--- config.mk ---
export PLATFORM = sky130hd
export DESIGN_NAME = rv_multicycle_ctrl_flat
export DESIGN_NICKNAME = d
export VERILOG_FILES = /design/src/rtl/rv_multicycle_ctrl_pkg.sv /design/src/rtl/rv_multicycle_ctrl_if.sv /design/src/rtl/rv_multicycle_ctrl_alu_decode.sv /design/src/rtl/rv_multicycle_ctrl.sv /design/src/flat_wrapper.sv
export SDC_FILE = /design/constraint.sdc
export NUM_CORES = 1
export LEC_CHECK = 0
export BUFFER_PORTS_ARGS = -buffer_cell sky130_fd_sc_hd__buf_2
export CORE_MARGIN = 2
export CORE_UTILIZATION = 55
export DETAILED_ROUTE_END_ITERATION = 10
export PLACE_DENSITY = 0.87
export SYNTH_ARGS = -nofsm -noshare
export SYNTH_HDL_FRONTEND = slang
export SYNTH_SLANG_ARGS = --single-unit
--- constraint.sdc ---
create_clock -name clk -period 5.5 [get_ports clk]
set_input_delay 0.55 -clock clk [delete_from_list [all_inputs] [get_ports clk]]
set_output_delay 0.55 -clock clk [all_outputs]
set_load 0.02 [all_outputs]
--- src/rtl/rv_multicycle_ctrl_pkg.sv ---
// Shared state, opcode and control-field encodings for the RV64I multicycle controller.
// The sel_b codes are also the select encoding of the datapath ALU B-side mux.
package rv_ctrl_pkg;

  typedef enum logic [3:0] {
    ST_FETCH     = 4'd0,
    ST_DECODE    = 4'd1,
    ST_EXEC_R    = 4'd2,
    ST_EXEC_I    = 4'd3,
    ST_LUI       = 4'd4,
    ST_ALU_WB    = 4'd5,
    ST_MEM_ADDR  = 4'd6,
    ST_MEM_READ  = 4'd7,
    ST_MEM_WB    = 4'd8,
    ST_MEM_WRITE = 4'd9,
    ST_BRANCH    = 4'd10,
    ST_JAL       = 4'd11,
    ST_TRAP      = 4'd12
  } state_e;

  localparam logic [6:0] OP_R_TYPE = 7'b0110011;
  localparam logic [6:0] OP_I_TYPE = 7'b0010011;
  localparam logic [6:0] OP_LOAD   = 7'b0000011;
  localparam logic [6:0] OP_STORE  = 7'b0100011;
  localparam logic [6:0] OP_BRANCH = 7'b1100011;
  localparam logic [6:0] OP_JAL    = 7'b1101111;
  localparam logic [6:0] OP_LUI    = 7'b0110111;

  typedef enum logic [2:0] {
    ALU_ADD = 3'b000,
    ALU_SUB = 3'b001,
    ALU_AND = 3'b010,
    ALU_OR  = 3'b011,
    ALU_XOR = 3'b100,
    ALU_SLT = 3'b101,
    ALU_SLL = 3'b110,
    ALU_SRL = 3'b111
  } alu_op_e;

  typedef enum logic [1:0] {
    SEL_A_PC     = 2'b00,
    SEL_A_REG    = 2'b01,
    SEL_A_OLD_PC = 2'b10,
    SEL_A_ZERO   = 2'b11
  } sel_a_e;

  typedef enum logic [2:0] {
    SEL_B_REG     = 3'b000,
    SEL_B_FOUR    = 3'b001,
    SEL_B_IMM     = 3'b010,
    SEL_B_IMM_SH1 = 3'b011,
    SEL_B_UPPER   = 3'b100
  } sel_b_e;

  typedef enum logic [1:0] {
    WB_ALUOUT = 2'b00,
    WB_MDR    = 2'b01,
    WB_PC     = 2'b10
  } wb_sel_e;

  typedef enum logic [1:0] {
    TRAP_NONE        = 2'b00,
    TRAP_ILLEGAL     = 2'b01,
    TRAP_MEM_TIMEOUT = 2'b10
  } trap_cause_e;

  // Full control word presented to the datapath each cycle.
  typedef struct packed {
    logic        mem_req;
    logic        mem_we;
    logic        addr_sel;
    logic        ir_write;
    logic        pc_write;
    logic        pc_src;
    logic        aluout_write;
    logic        mdr_write;
    logic        reg_write;
    wb_sel_e     wb_sel;
    sel_a_e      sel_a;
    sel_b_e      sel_b;
    alu_op_e     alu_op;
    logic        halted;
    trap_cause_e trap_cause;
  } ctrl_word_t;

  // States that hold a memory request open and run the timeout counter.
  function automatic logic is_mem_wait_state(state_e s);
    return (s == ST_FETCH) || (s == ST_MEM_READ) || (s == ST_MEM_WRITE);
  endfunction

endpackage

--- src/rtl/rv_multicycle_ctrl_if.sv ---
// Controller <-> datapath/memory signal bundle.
// master = controller side, slave = datapath side.
interface rv_multicycle_ctrl_if;

  logic [6:0] opcode;
  logic [2:0] funct3;
  logic       funct7_5;
  logic       alu_zero;
  logic       mem_ready;

  logic       mem_req;
  logic       mem_we;
  logic       addr_sel;
  logic       ir_write;
  logic       pc_write;
  logic       pc_src;
  logic       aluout_write;
  logic       mdr_write;
  logic       reg_write;
  logic [1:0] wb_sel;
  logic [1:0] sel_a;
  logic [2:0] sel_b;
  logic [2:0] alu_op;
  logic       halted;
  logic [1:0] trap_cause;

  modport master (
    input  opcode, funct3, funct7_5, alu_zero, mem_ready,
    output mem_req, mem_we, addr_sel, ir_write, pc_write, pc_src,
           aluout_write, mdr_write, reg_write, wb_sel, sel_a, sel_b,
           alu_op, halted, trap_cause
  );

  modport slave (
    output opcode, funct3, funct7_5, alu_zero, mem_ready,
    input  mem_req, mem_we, addr_sel, ir_write, pc_write, pc_src,
           aluout_write, mdr_write, reg_write, wb_sel, sel_a, sel_b,
           alu_op, halted, trap_cause
  );

endinterface

--- src/rtl/rv_multicycle_ctrl_alu_decode.sv ---
// funct3/funct7_5 to ALU operation for R- and I-type arithmetic.
// funct3 = 011 (SLTU) is not supported and is flagged illegal.
module rv_alu_decode
  import rv_ctrl_pkg::*;
(
  input  logic [2:0] funct3,
  input  logic       funct7_5,
  input  logic       allow_sub,
  output alu_op_e    alu_op_c,
  output logic       illegal_c
);

  always_comb begin
    alu_op_c  = ALU_ADD;
    illegal_c = 1'b0;
    case (funct3)
      3'b000:  alu_op_c = (allow_sub && funct7_5) ? ALU_SUB : ALU_ADD;
      3'b001:  alu_op_c = ALU_SLL;
      3'b010:  alu_op_c = ALU_SLT;
      3'b011:  illegal_c = 1'b1;
      3'b100:  alu_op_c = ALU_XOR;
      3'b101:  alu_op_c = ALU_SRL;
      3'b110:  alu_op_c = ALU_OR;
      default: alu_op_c = ALU_AND;
    endcase
  end

endmodule

--- src/rtl/rv_multicycle_ctrl.sv ---
// Multicycle fetch/decode/execute/memory/writeback controller for the RV64I datapath.
// Moore control word from the state register, with mem_ready/alu_zero-qualified write enables.
module rv_multicycle_ctrl
  import rv_ctrl_pkg::*;
#(
  parameter int unsigned MEM_TIMEOUT = 255
) (
  input  logic                 clk,
  input  logic                 reset,
  rv_multicycle_ctrl_if.master bus
);

  localparam int unsigned CNT_W = (MEM_TIMEOUT > 1) ? $clog2(MEM_TIMEOUT) : 1;
  localparam logic [CNT_W-1:0] CNT_LAST = CNT_W'(MEM_TIMEOUT - 1);

  state_e           state_q, state_d;
  logic [CNT_W-1:0] wait_cnt_q, wait_cnt_d;
  trap_cause_e      cause_q, cause_d;
  ctrl_word_t       ctrl_c, out_c;
  logic             waiting_c;
  alu_op_e          dec_op_c;
  logic             dec_illegal_c;

  rv_alu_decode u_alu_decode (
    .funct3    (bus.funct3),
    .funct7_5  (bus.funct7_5),
    .allow_sub (state_q == ST_EXEC_R),
    .alu_op_c  (dec_op_c),
    .illegal_c (dec_illegal_c)
  );

  always_ff @(posedge clk) begin
    if (reset) begin
      state_q    <= ST_FETCH;
      wait_cnt_q <= '0;
      cause_q    <= TRAP_NONE;
    end else begin
      state_q    <= state_d;
      wait_cnt_q <= wait_cnt_d;
      cause_q    <= cause_d;
    end
  end

  // Next state and control word.
  always_comb begin
    state_d    = state_q;
    wait_cnt_d = wait_cnt_q;
    cause_d    = cause_q;
    ctrl_c     = '0;
    waiting_c  = 1'b0;

    case (state_q)
      ST_FETCH: begin
        ctrl_c.mem_req = 1'b1;
        ctrl_c.sel_a   = SEL_A_PC;
        ctrl_c.sel_b   = SEL_B_FOUR;
        ctrl_c.alu_op  = ALU_ADD;
        waiting_c      = 1'b1;
        if (bus.mem_ready) begin
          ctrl_c.ir_write = 1'b1;
          ctrl_c.pc_write = 1'b1;
          state_d         = ST_DECODE;
        end
      end

      ST_DECODE: begin
        ctrl_c.sel_a        = SEL_A_OLD_PC;
        ctrl_c.sel_b        = SEL_B_IMM_SH1;
        ctrl_c.alu_op       = ALU_ADD;
        ctrl_c.aluout_write = 1'b1;
        case (bus.opcode)
          OP_R_TYPE:         state_d = ST_EXEC_R;
          OP_I_TYPE:         state_d = ST_EXEC_I;
          OP_LOAD, OP_STORE: state_d = ST_MEM_ADDR;
          OP_BRANCH:         state_d = (bus.funct3[2:1] == 2'b00) ? ST_BRANCH : ST_TRAP;
          OP_JAL:            state_d = ST_JAL;
          OP_LUI:            state_d = ST_LUI;
          default:           state_d = ST_TRAP;
        endcase
        if (state_d == ST_TRAP) cause_d = TRAP_ILLEGAL;
      end

      ST_EXEC_R, ST_EXEC_I: begin
        ctrl_c.sel_a        = SEL_A_REG;
        ctrl_c.sel_b        = (state_q == ST_EXEC_R) ? SEL_B_REG : SEL_B_IMM;
        ctrl_c.alu_op       = dec_op_c;
        ctrl_c.aluout_write = 1'b1;
        if (dec_illegal_c) begin
          state_d = ST_TRAP;
          cause_d = TRAP_ILLEGAL;
        end else begin
          state_d = ST_ALU_WB;
        end
      end

      ST_LUI: begin
        ctrl_c.sel_a        = SEL_A_ZERO;
        ctrl_c.sel_b        = SEL_B_UPPER;
        ctrl_c.alu_op       = ALU_ADD;
        ctrl_c.aluout_write = 1'b1;
        state_d             = ST_ALU_WB;
      end

      ST_ALU_WB: begin
        ctrl_c.reg_write = 1'b1;
        ctrl_c.wb_sel    = WB_ALUOUT;
        state_d          = ST_FETCH;
      end

      ST_MEM_ADDR: begin
        ctrl_c.sel_a        = SEL_A_REG;
        ctrl_c.sel_b        = SEL_B_IMM;
        ctrl_c.alu_op       = ALU_ADD;
        ctrl_c.aluout_write = 1'b1;
        state_d             = bus.opcode[5] ? ST_MEM_WRITE : ST_MEM_READ;
      end

      ST_MEM_READ: begin
        ctrl_c.mem_req  = 1'b1;
        ctrl_c.addr_sel = 1'b1;
        waiting_c       = 1'b1;
        if (bus.mem_ready) begin
          ctrl_c.mdr_write = 1'b1;
          state_d          = ST_MEM_WB;
        end
      end

      ST_MEM_WB: begin
        ctrl_c.reg_write = 1'b1;
        ctrl_c.wb_sel    = WB_MDR;
        state_d          = ST_FETCH;
      end

      ST_MEM_WRITE: begin
        ctrl_c.mem_req  = 1'b1;
        ctrl_c.mem_we   = 1'b1;
        ctrl_c.addr_sel = 1'b1;
        waiting_c       = 1'b1;
        if (bus.mem_ready) state_d = ST_FETCH;
      end

      ST_BRANCH: begin
        ctrl_c.sel_a  = SEL_A_REG;
        ctrl_c.sel_b  = SEL_B_REG;
        ctrl_c.alu_op = ALU_SUB;
        // funct3[0] inverts the zero test: BEQ on zero, BNE on non-zero.
        if (bus.alu_zero ^ bus.funct3[0]) begin
          ctrl_c.pc_write = 1'b1;
          ctrl_c.pc_src   = 1'b1;
        end
        state_d = ST_FETCH;
      end

      ST_JAL: begin
        ctrl_c.reg_write = 1'b1;
        ctrl_c.wb_sel    = WB_PC;
        ctrl_c.pc_write  = 1'b1;
        ctrl_c.pc_src    = 1'b1;
        state_d          = ST_FETCH;
      end

      default: begin
        ctrl_c.halted     = 1'b1;
        ctrl_c.trap_cause = cause_q;
      end
    endcase

    // Completion on the last allowed cycle wins over the timeout.
    if (waiting_c && !bus.mem_ready) begin
      if (wait_cnt_q == CNT_LAST) begin
        state_d = ST_TRAP;
        cause_d = TRAP_MEM_TIMEOUT;
      end else begin
        wait_cnt_d = wait_cnt_q + CNT_W'(1);
      end
    end

    if ((state_d != state_q) && is_mem_wait_state(state_d)) wait_cnt_d = '0;
  end

  // Reset forces the whole control word low in the same cycle.
  always_comb begin
    out_c = ctrl_c;
    if (reset) out_c = '0;
  end

  assign bus.mem_req      = out_c.mem_req;
  assign bus.mem_we       = out_c.mem_we;
  assign bus.addr_sel     = out_c.addr_sel;
  assign bus.ir_write     = out_c.ir_write;
  assign bus.pc_write     = out_c.pc_write;
  assign bus.pc_src       = out_c.pc_src;
  assign bus.aluout_write = out_c.aluout_write;
  assign bus.mdr_write    = out_c.mdr_write;
  assign bus.reg_write    = out_c.reg_write;
  assign bus.wb_sel       = out_c.wb_sel;
  assign bus.sel_a        = out_c.sel_a;
  assign bus.sel_b        = out_c.sel_b;
  assign bus.alu_op       = out_c.alu_op;
  assign bus.halted       = out_c.halted;
  assign bus.trap_cause   = out_c.trap_cause;

endmodule

--- src/flat_wrapper.sv ---
// flat-port wrapper written by rule: the top's interface ports become plain ports
module rv_multicycle_ctrl_flat import rv_ctrl_pkg::*;
#(
  parameter int unsigned MEM_TIMEOUT = 255
)
  (clk, reset, bus_opcode, bus_funct3, bus_funct7_5, bus_alu_zero, bus_mem_ready, bus_mem_req, bus_mem_we, bus_addr_sel, bus_ir_write, bus_pc_write, bus_pc_src, bus_aluout_write, bus_mdr_write, bus_reg_write, bus_wb_sel, bus_sel_a, bus_sel_b, bus_alu_op, bus_halted, bus_trap_cause);
  rv_multicycle_ctrl_if bus_i ();
  input  logic clk;
  input  logic reset;
  input wire logic [$bits(bus_i.opcode)-1:0] bus_opcode;
  input wire logic [$bits(bus_i.funct3)-1:0] bus_funct3;
  input wire logic [$bits(bus_i.funct7_5)-1:0] bus_funct7_5;
  input wire logic [$bits(bus_i.alu_zero)-1:0] bus_alu_zero;
  input wire logic [$bits(bus_i.mem_ready)-1:0] bus_mem_ready;
  output wire logic [$bits(bus_i.mem_req)-1:0] bus_mem_req;
  output wire logic [$bits(bus_i.mem_we)-1:0] bus_mem_we;
  output wire logic [$bits(bus_i.addr_sel)-1:0] bus_addr_sel;
  output wire logic [$bits(bus_i.ir_write)-1:0] bus_ir_write;
  output wire logic [$bits(bus_i.pc_write)-1:0] bus_pc_write;
  output wire logic [$bits(bus_i.pc_src)-1:0] bus_pc_src;
  output wire logic [$bits(bus_i.aluout_write)-1:0] bus_aluout_write;
  output wire logic [$bits(bus_i.mdr_write)-1:0] bus_mdr_write;
  output wire logic [$bits(bus_i.reg_write)-1:0] bus_reg_write;
  output wire logic [$bits(bus_i.wb_sel)-1:0] bus_wb_sel;
  output wire logic [$bits(bus_i.sel_a)-1:0] bus_sel_a;
  output wire logic [$bits(bus_i.sel_b)-1:0] bus_sel_b;
  output wire logic [$bits(bus_i.alu_op)-1:0] bus_alu_op;
  output wire logic [$bits(bus_i.halted)-1:0] bus_halted;
  output wire logic [$bits(bus_i.trap_cause)-1:0] bus_trap_cause;
  assign bus_i.opcode = bus_opcode;
  assign bus_i.funct3 = bus_funct3;
  assign bus_i.funct7_5 = bus_funct7_5;
  assign bus_i.alu_zero = bus_alu_zero;
  assign bus_i.mem_ready = bus_mem_ready;
  assign bus_mem_req = bus_i.mem_req;
  assign bus_mem_we = bus_i.mem_we;
  assign bus_addr_sel = bus_i.addr_sel;
  assign bus_ir_write = bus_i.ir_write;
  assign bus_pc_write = bus_i.pc_write;
  assign bus_pc_src = bus_i.pc_src;
  assign bus_aluout_write = bus_i.aluout_write;
  assign bus_mdr_write = bus_i.mdr_write;
  assign bus_reg_write = bus_i.reg_write;
  assign bus_wb_sel = bus_i.wb_sel;
  assign bus_sel_a = bus_i.sel_a;
  assign bus_sel_b = bus_i.sel_b;
  assign bus_alu_op = bus_i.alu_op;
  assign bus_halted = bus_i.halted;
  assign bus_trap_cause = bus_i.trap_cause;
  rv_multicycle_ctrl #(.MEM_TIMEOUT(MEM_TIMEOUT)) u_core (.clk(clk), .reset(reset), .bus(bus_i));
endmodule
# Word-level counts from Yosys, hierarchy flattened
# Cells that the tools add are included.
dict set report word_totals {
  regBits 14
  latch_bits 0
  ram_bits 0
  rom_bits 0
  inputBits 15
  out_inout_bits 22
  wordCells 89
  memories 0
}
dict set report classes {
  addsub 1
  mul 0
  n_div 0
  magnitude_cmp 0
  n_eq_ne 29
  n_shift 0
  n_mux 35
  bitwise_logic 2
  reduce_logical 19
}
# cell n
set op_table {}
lappend op_table {{8-bit case mux with 6 select lines} 1}
lappend op_table {{4-bit two-way mux} 8}
lappend op_table {{4-bit case mux with 8 select lines} 1}
lappend op_table {{4-bit == test, second input constant} 6}
lappend op_table {{4-bit case mux with 6 select lines} 1}
lappend op_table {{22-bit two-way mux} 1}
lappend op_table {{7-bit by 6-bit == test with 1-bit output, second input constant} 3}
lappend op_table {{3-bit case mux with 7 select lines} 1}
lappend op_table {{4-bit by 3-bit == test with 1-bit output, second input constant} 5}
lappend op_table {{7-bit == test, second input constant} 2}
lappend op_table {{2-bit two-way mux} 7}
lappend op_table {{12-bit OR reduction} 1}
lappend op_table {{3-bit == test, second input constant} 3}
lappend op_table {{1-bit two-way mux} 9}
lappend op_table {{3-bit case mux with 3 select lines} 1}
lappend op_table {{8-bit by 1-bit adder with 8-bit output, second input constant} 1}
lappend op_table {{4-bit by 2-bit == test with 1-bit output, second input constant} 2}
lappend op_table {{8-bit == test, second input constant} 1}
lappend op_table {{4-bit logical NOT} 2}
lappend op_table {{2-bit OR reduction} 4}
lappend op_table {{7-bit by 2-bit == test with 1-bit output, second input constant} 1}
lappend op_table {{7-bit by 5-bit == test with 1-bit output, second input constant} 1}
lappend op_table {{3-bit by 2-bit == test with 1-bit output, second input constant} 2}
lappend op_table {{3-bit two-way mux} 2}
lappend op_table {{other kinds (17)} 20}

# Depth between registers and ports, before layout
dict set report logic_depth {
  word_depth 12
  ltp_mapped 8
  depth_no_buf 8
}

# By module
# Synthesis repeated with hierarchy kept, for this count alone.
dict set report unflattened {
  cells_unflattened 185
  area_unflattened_um2 1420.1
}
# module n_inst cells_each area_per_inst_um2 seq_area_each_um2
set by_module_without_submodules {}
lappend by_module_without_submodules {rv_multicycle_ctrl 1 177 1356.3 280.3}
lappend by_module_without_submodules {rv_alu_decode 1 8 63.8 0.0}

# Worst setup path after synthesis
# No wires, ideal clock.
dict set report synth_timing {
  path_type {reg-to-output}
  startpoint {register u_core.state_q[2]}
  endpoint {output bus_sel_a[1]}
  arrival_ns 2.182
  t_required_ns 4.950
  slack_ns 2.768
  stages_incl_launch_ff 5
  n_path_buf 2
  cell_sequence {dfxtp_1 > clkbuf_1 > clkbuf_1 > nand2_1 > a2111oi_0}
}
dict set report synth_between {
  elab_chain_cells 4
  elab_cells_between_ends 10
  classes_between {eq/ne (6); mux (2); reduce/logical (2)}
}
# item line_no
set synth_rtl {}
lappend synth_rtl {{from (decl)} rv_multicycle_ctrl.sv:16} ;# state_e state_q, state_d;
lappend synth_rtl {{from (signal assigned)} rv_multicycle_ctrl.sv:38} ;# state_q <= state_d;
lappend synth_rtl {{4-bit by 2-bit == test with 1-bit output} rv_multicycle_ctrl.sv:52} ;# case (state_q)
lappend synth_rtl {{2-bit OR reduction} rv_multicycle_ctrl.sv:52}
lappend synth_rtl {{8-bit case mux with 6 select lines *} rv_multicycle_ctrl.sv:52}
lappend synth_rtl {{22-bit two-way mux *} rv_multicycle_ctrl.sv:184} ;# if (reset) out_c = '0;
lappend synth_rtl {{to (decl)} flat_wrapper.sv:25} ;# output wire logic [$bits(bus_i.sel_a)-1:0] bus_sel_a;
# Every way passes the cells marked *; elsewhere a longest branch is shown, timed or not.

# Worst setup path after layout
dict set report layout_timing {
  startpoint {register u_core.state_q[1]}
  endpoint {output bus_alu_op[2]}
}
dict set report layout_between {
  elab_chain_cells 4
  elab_cells_between_ends 10
  classes_between {eq/ne (6); mux (2); reduce/logical (2)}
}
# item line_no
set layout_rtl {}
lappend layout_rtl {{4-bit by 2-bit == test with 1-bit output} rv_multicycle_ctrl.sv:52}
lappend layout_rtl {{2-bit OR reduction} rv_multicycle_ctrl.sv:52}
lappend layout_rtl {{8-bit case mux with 6 select lines *} rv_multicycle_ctrl.sv:52}
lappend layout_rtl {{22-bit two-way mux *} rv_multicycle_ctrl.sv:184}
lappend layout_rtl {{to (decl)} flat_wrapper.sv:27} ;# output wire logic [$bits(bus_i.alu_op)-1:0] bus_alu_op;
# Marks and branches as above.

==> impl_metrics.csv <==
group,metric,value,unit
logic_synthesis,yosysUniqueCellTypes,52,
timing,fin_crit_sh,0.4771,
logic_synthesis,postSynth.asyncResetShare,0,
logic_synthesis,syn_area,1385,um^2
pwr,p_per_area,209.4,nW/um^2
timing,setup_slack,2.876,ns
logic_synthesis,yosysSeqAreaShare,0.2023,
cts,cts-root-buf,"clkbuf_4",
logic_synthesis,synthTopCellsByCount,"nor2_1 (18), dfxtp_1 (14), a21oi_1 (12), nor3_1 (12), nor4_1 (12)",
cts,holdBufCountCts,0,
drt,ant_nets,0,
final_layout,seqCellArea,280.3,um^2
cts,cts_setup_buffers,0,
logic_synthesis,synthFlopType,"dfxtp_1",
logic_synthesis,synth_top_area_share,0.2023,
timing,clock_skew,0.0005859,ns
timing,final-hold-violation-count,0,
drt,drt_pre_antenna_iters,4,
hold_path,hold_path_class,"reg -> reg",
timing,hold_ws,0.4865,ns
logic_synthesis,synthTopCellsByArea,"dfxtp_1 (20%), nor4_1 (5.4%), nor2_1 (4.9%)",
setup_path,crit_fanout,26,
final_layout,fillCellCount,253,
setup_path,cp_num_buf_inv,1,
global_routing,grt_pass1_wl,5.271,mm
drt,wl_per_cell,14.21,um
timing,period_needed,2.624,ns
logic_synthesis,yosysMostFrequentCell,"nor2_1",
drt,drtIter0Drc,16,
logic_synthesis,yosysWarnings,0,
global_routing,grt.total_usage,0.2464,
pwr,ir_drop,152.1,uV
cts,clk_pin_slew,0.08,ns
status,status,"complete, no violations",
floorplanning,coreArea,2432,um^2
final_layout,diodes,0,
setup_path,startpoint_type,"flop",
floorplanning,fp-row-count,18,
placed_design,portBuffers,36,
final_layout,multi_input_area,1023,um^2
timing,slew_violations,0,
cts,cts_buffer_depth,2,
drt,drc,0,
setup_path,path_cells,"nand2b_1, or3_1, nor2_1, buf_2",
drt,vias,1445,
timing,tns,0,ns
cts,insertion_delay,0.29,ns
setup_path,cp.arrival,2.07,ns
floorplanning,die_h,54.18,um
final_layout,fin_nets,227,
timing,worst_pin_slew,0.8373,ns
logic_synthesis,synth_edf_count,0,
floorplanning,die_x,54.18,um
global_routing,grt_pass1_vias,1247,
cts,cts_buffers,3,
logic_synthesis,syn-num-nets,198,
placed_design,dp_slack,3.081,ns
pwr,p_leak,0.6461,nW
setup_path,cp.required,4.95,ns
drt,wl,3.396,mm
global_routing,grt_overflow_total,0,
setup_path,critical_path.max_stage_delay,0.87,ns
timing,setup_viol,0,
placed_design,hpwlAfterDp,2.544,mm
cts,cts-resized-gates,0,
setup_path,cpMaxStageDelayCell,"dfxtp_1",
floorplanning,fp.dieArea,2935,um^2
placed_design,place_congestion,0.8136,
floorplanning,io_pins,37,
cts,clock-sinks,14,
logic_synthesis,syn_avg_cell_area,7.652,um^2
timing,max_freq,0.3811,GHz
logic_synthesis,synth_seq_cells,14,
logic_synthesis,netlist_instances,181,
floorplanning,start_util,0.5694,
cts,cts_tree,"done",
setup_path,endpoint_kind,"primary output",
final_layout,drive_gt1_frac,0.2632,
flow_run,maxCapViolCount,0,
setup_path,worstSetupPathType,"reg -> out",
global_routing,grt_max_degree,27,
cts,h-tree-depth,1,
timing,rsz0062_at_grt,"false",
final_layout,final_util,0.6497,
timing,slew_headroom,0.4410,
setup_path,crit_family,"flip-flops",
drt,routed_via_density,6.046,
global_routing,antenna_found_initial,0,
logic_synthesis,synth_top_area_cell,"dfxtp_1",
final_layout,syn2layout_area_growth,14.09,%
worst paths after layout:
kind	from	to	slack, ns	depth (start not counted)
worst max-delay path	u_core.state_q[1]$_SDFF_PP0_	bus_alu_op[2]	2.88	4
worst min-delay path	u_core.cause_q[1]$_SDFF_PP0_	u_core.cause_q[1]$_SDFF_PP0_	0.49	2
worst max register to register	u_core.state_q[1]$_SDFF_PP0_	u_core.wait_cnt_q[2]$_SDFFE_PP0P_	3.07	6
worst min register to register	u_core.cause_q[1]$_SDFF_PP0_	u_core.cause_q[1]$_SDFF_PP0_	0.49	2
cell families after synthesis:
| family | share of synthesized area |
|---|---|
| buf+inv | 0.05871 |
| mux | 0.02258 |
| flops | 0.2023 |
| simple gates | 0.4291 |
| compound gates | 0.1996 |
| fa+ha+maj | 0.01806 |
| xor+xnor | 0.06956 |
layer usage:
metal | up-vias | part of all wire | global-route usage | wire [um]
li1 | 731 | - | - | -
met1 | 676 | 0.46 | 0.2910 | 1555
met2 | 33 | 0.48 | 0.4438 | 1640
met3 | 5 | 0.045 | 0.03333 | 152
met4 | 0 | 0.014 | 0.09583 | 48
met5 | - | 0 | 0 | 0
final cells by class:
type	count	share of cell area
timing repair buffer	36	0.1140
clock buffer	4	0.02296
sequential	14	0.1774
inverter	6	0.01425
tap	30	0.02375
multi-input combinational	149	0.6477
stage by stage:
| step | std cells | total power, mW | area, um^2 |
|---|---|---|---|
| 6_report | 239 | 0.3309 | 1580 |
| 5_1_grt | 239 | 0.3483 | 1580 |
| 4_1_cts | 239 | 0.3295 | 1580 |
| 3_5_place_dp | 235 | 0.2563 | 1544 |
| 3_3_place_gp | 235 | 0.2527 | 1544 |
| 2_1_floorplan | 181 | 0.2254 | 1385 |
worst reg2reg max path, stage by stage, from the launching register on:
cell and delay (ns):
dfxtp_1 0.87, and4b_1 0.33, a22oi_2 0.14, o32a_2 0.46
nand3_4 0.13, nor3_4 0.08, nor4_1 0.31
power by group:
group / switching [mW] / total [mW] / internal, mW
clock: 0.0348 / 0.0752 / 0.0404
sequential: 0.0190 / 0.127 / 0.108
combinational: 0.0765 / 0.128 / 0.0520
registers in the layout (all words and copies together) (netlist names):
signal / flops
u_core.wait_cnt_q: 8
u_core.cause_q: 2
u_core.state_q: 4
cell usage in the layout, fill, tap and decap left out, types with 2 or more instances in the layout:
cell type  count
o22ai_1        2
xor2_1         5
nand2_1       11
and2_1         3
nand3b_1       2
nand4_1        4
dfxtp_1       14
and4_1         2
nor4_1        12
ha_1           2
nand2b_1       6
and3_1         4
nor4b_1        2
a21oi_1       12
xnor2_1        6
mux2i_1        2
a211oi_1       2
nor4bb_1       2
or3_1          2
buf_2         36
o21ai_0        4
nor3_1        12
nand3_1        5
inv_1          6
nor3_4         2
clkbuf_4       3
nor2_1        18
nor2b_1        4
(Power assumes the default switching activity.)
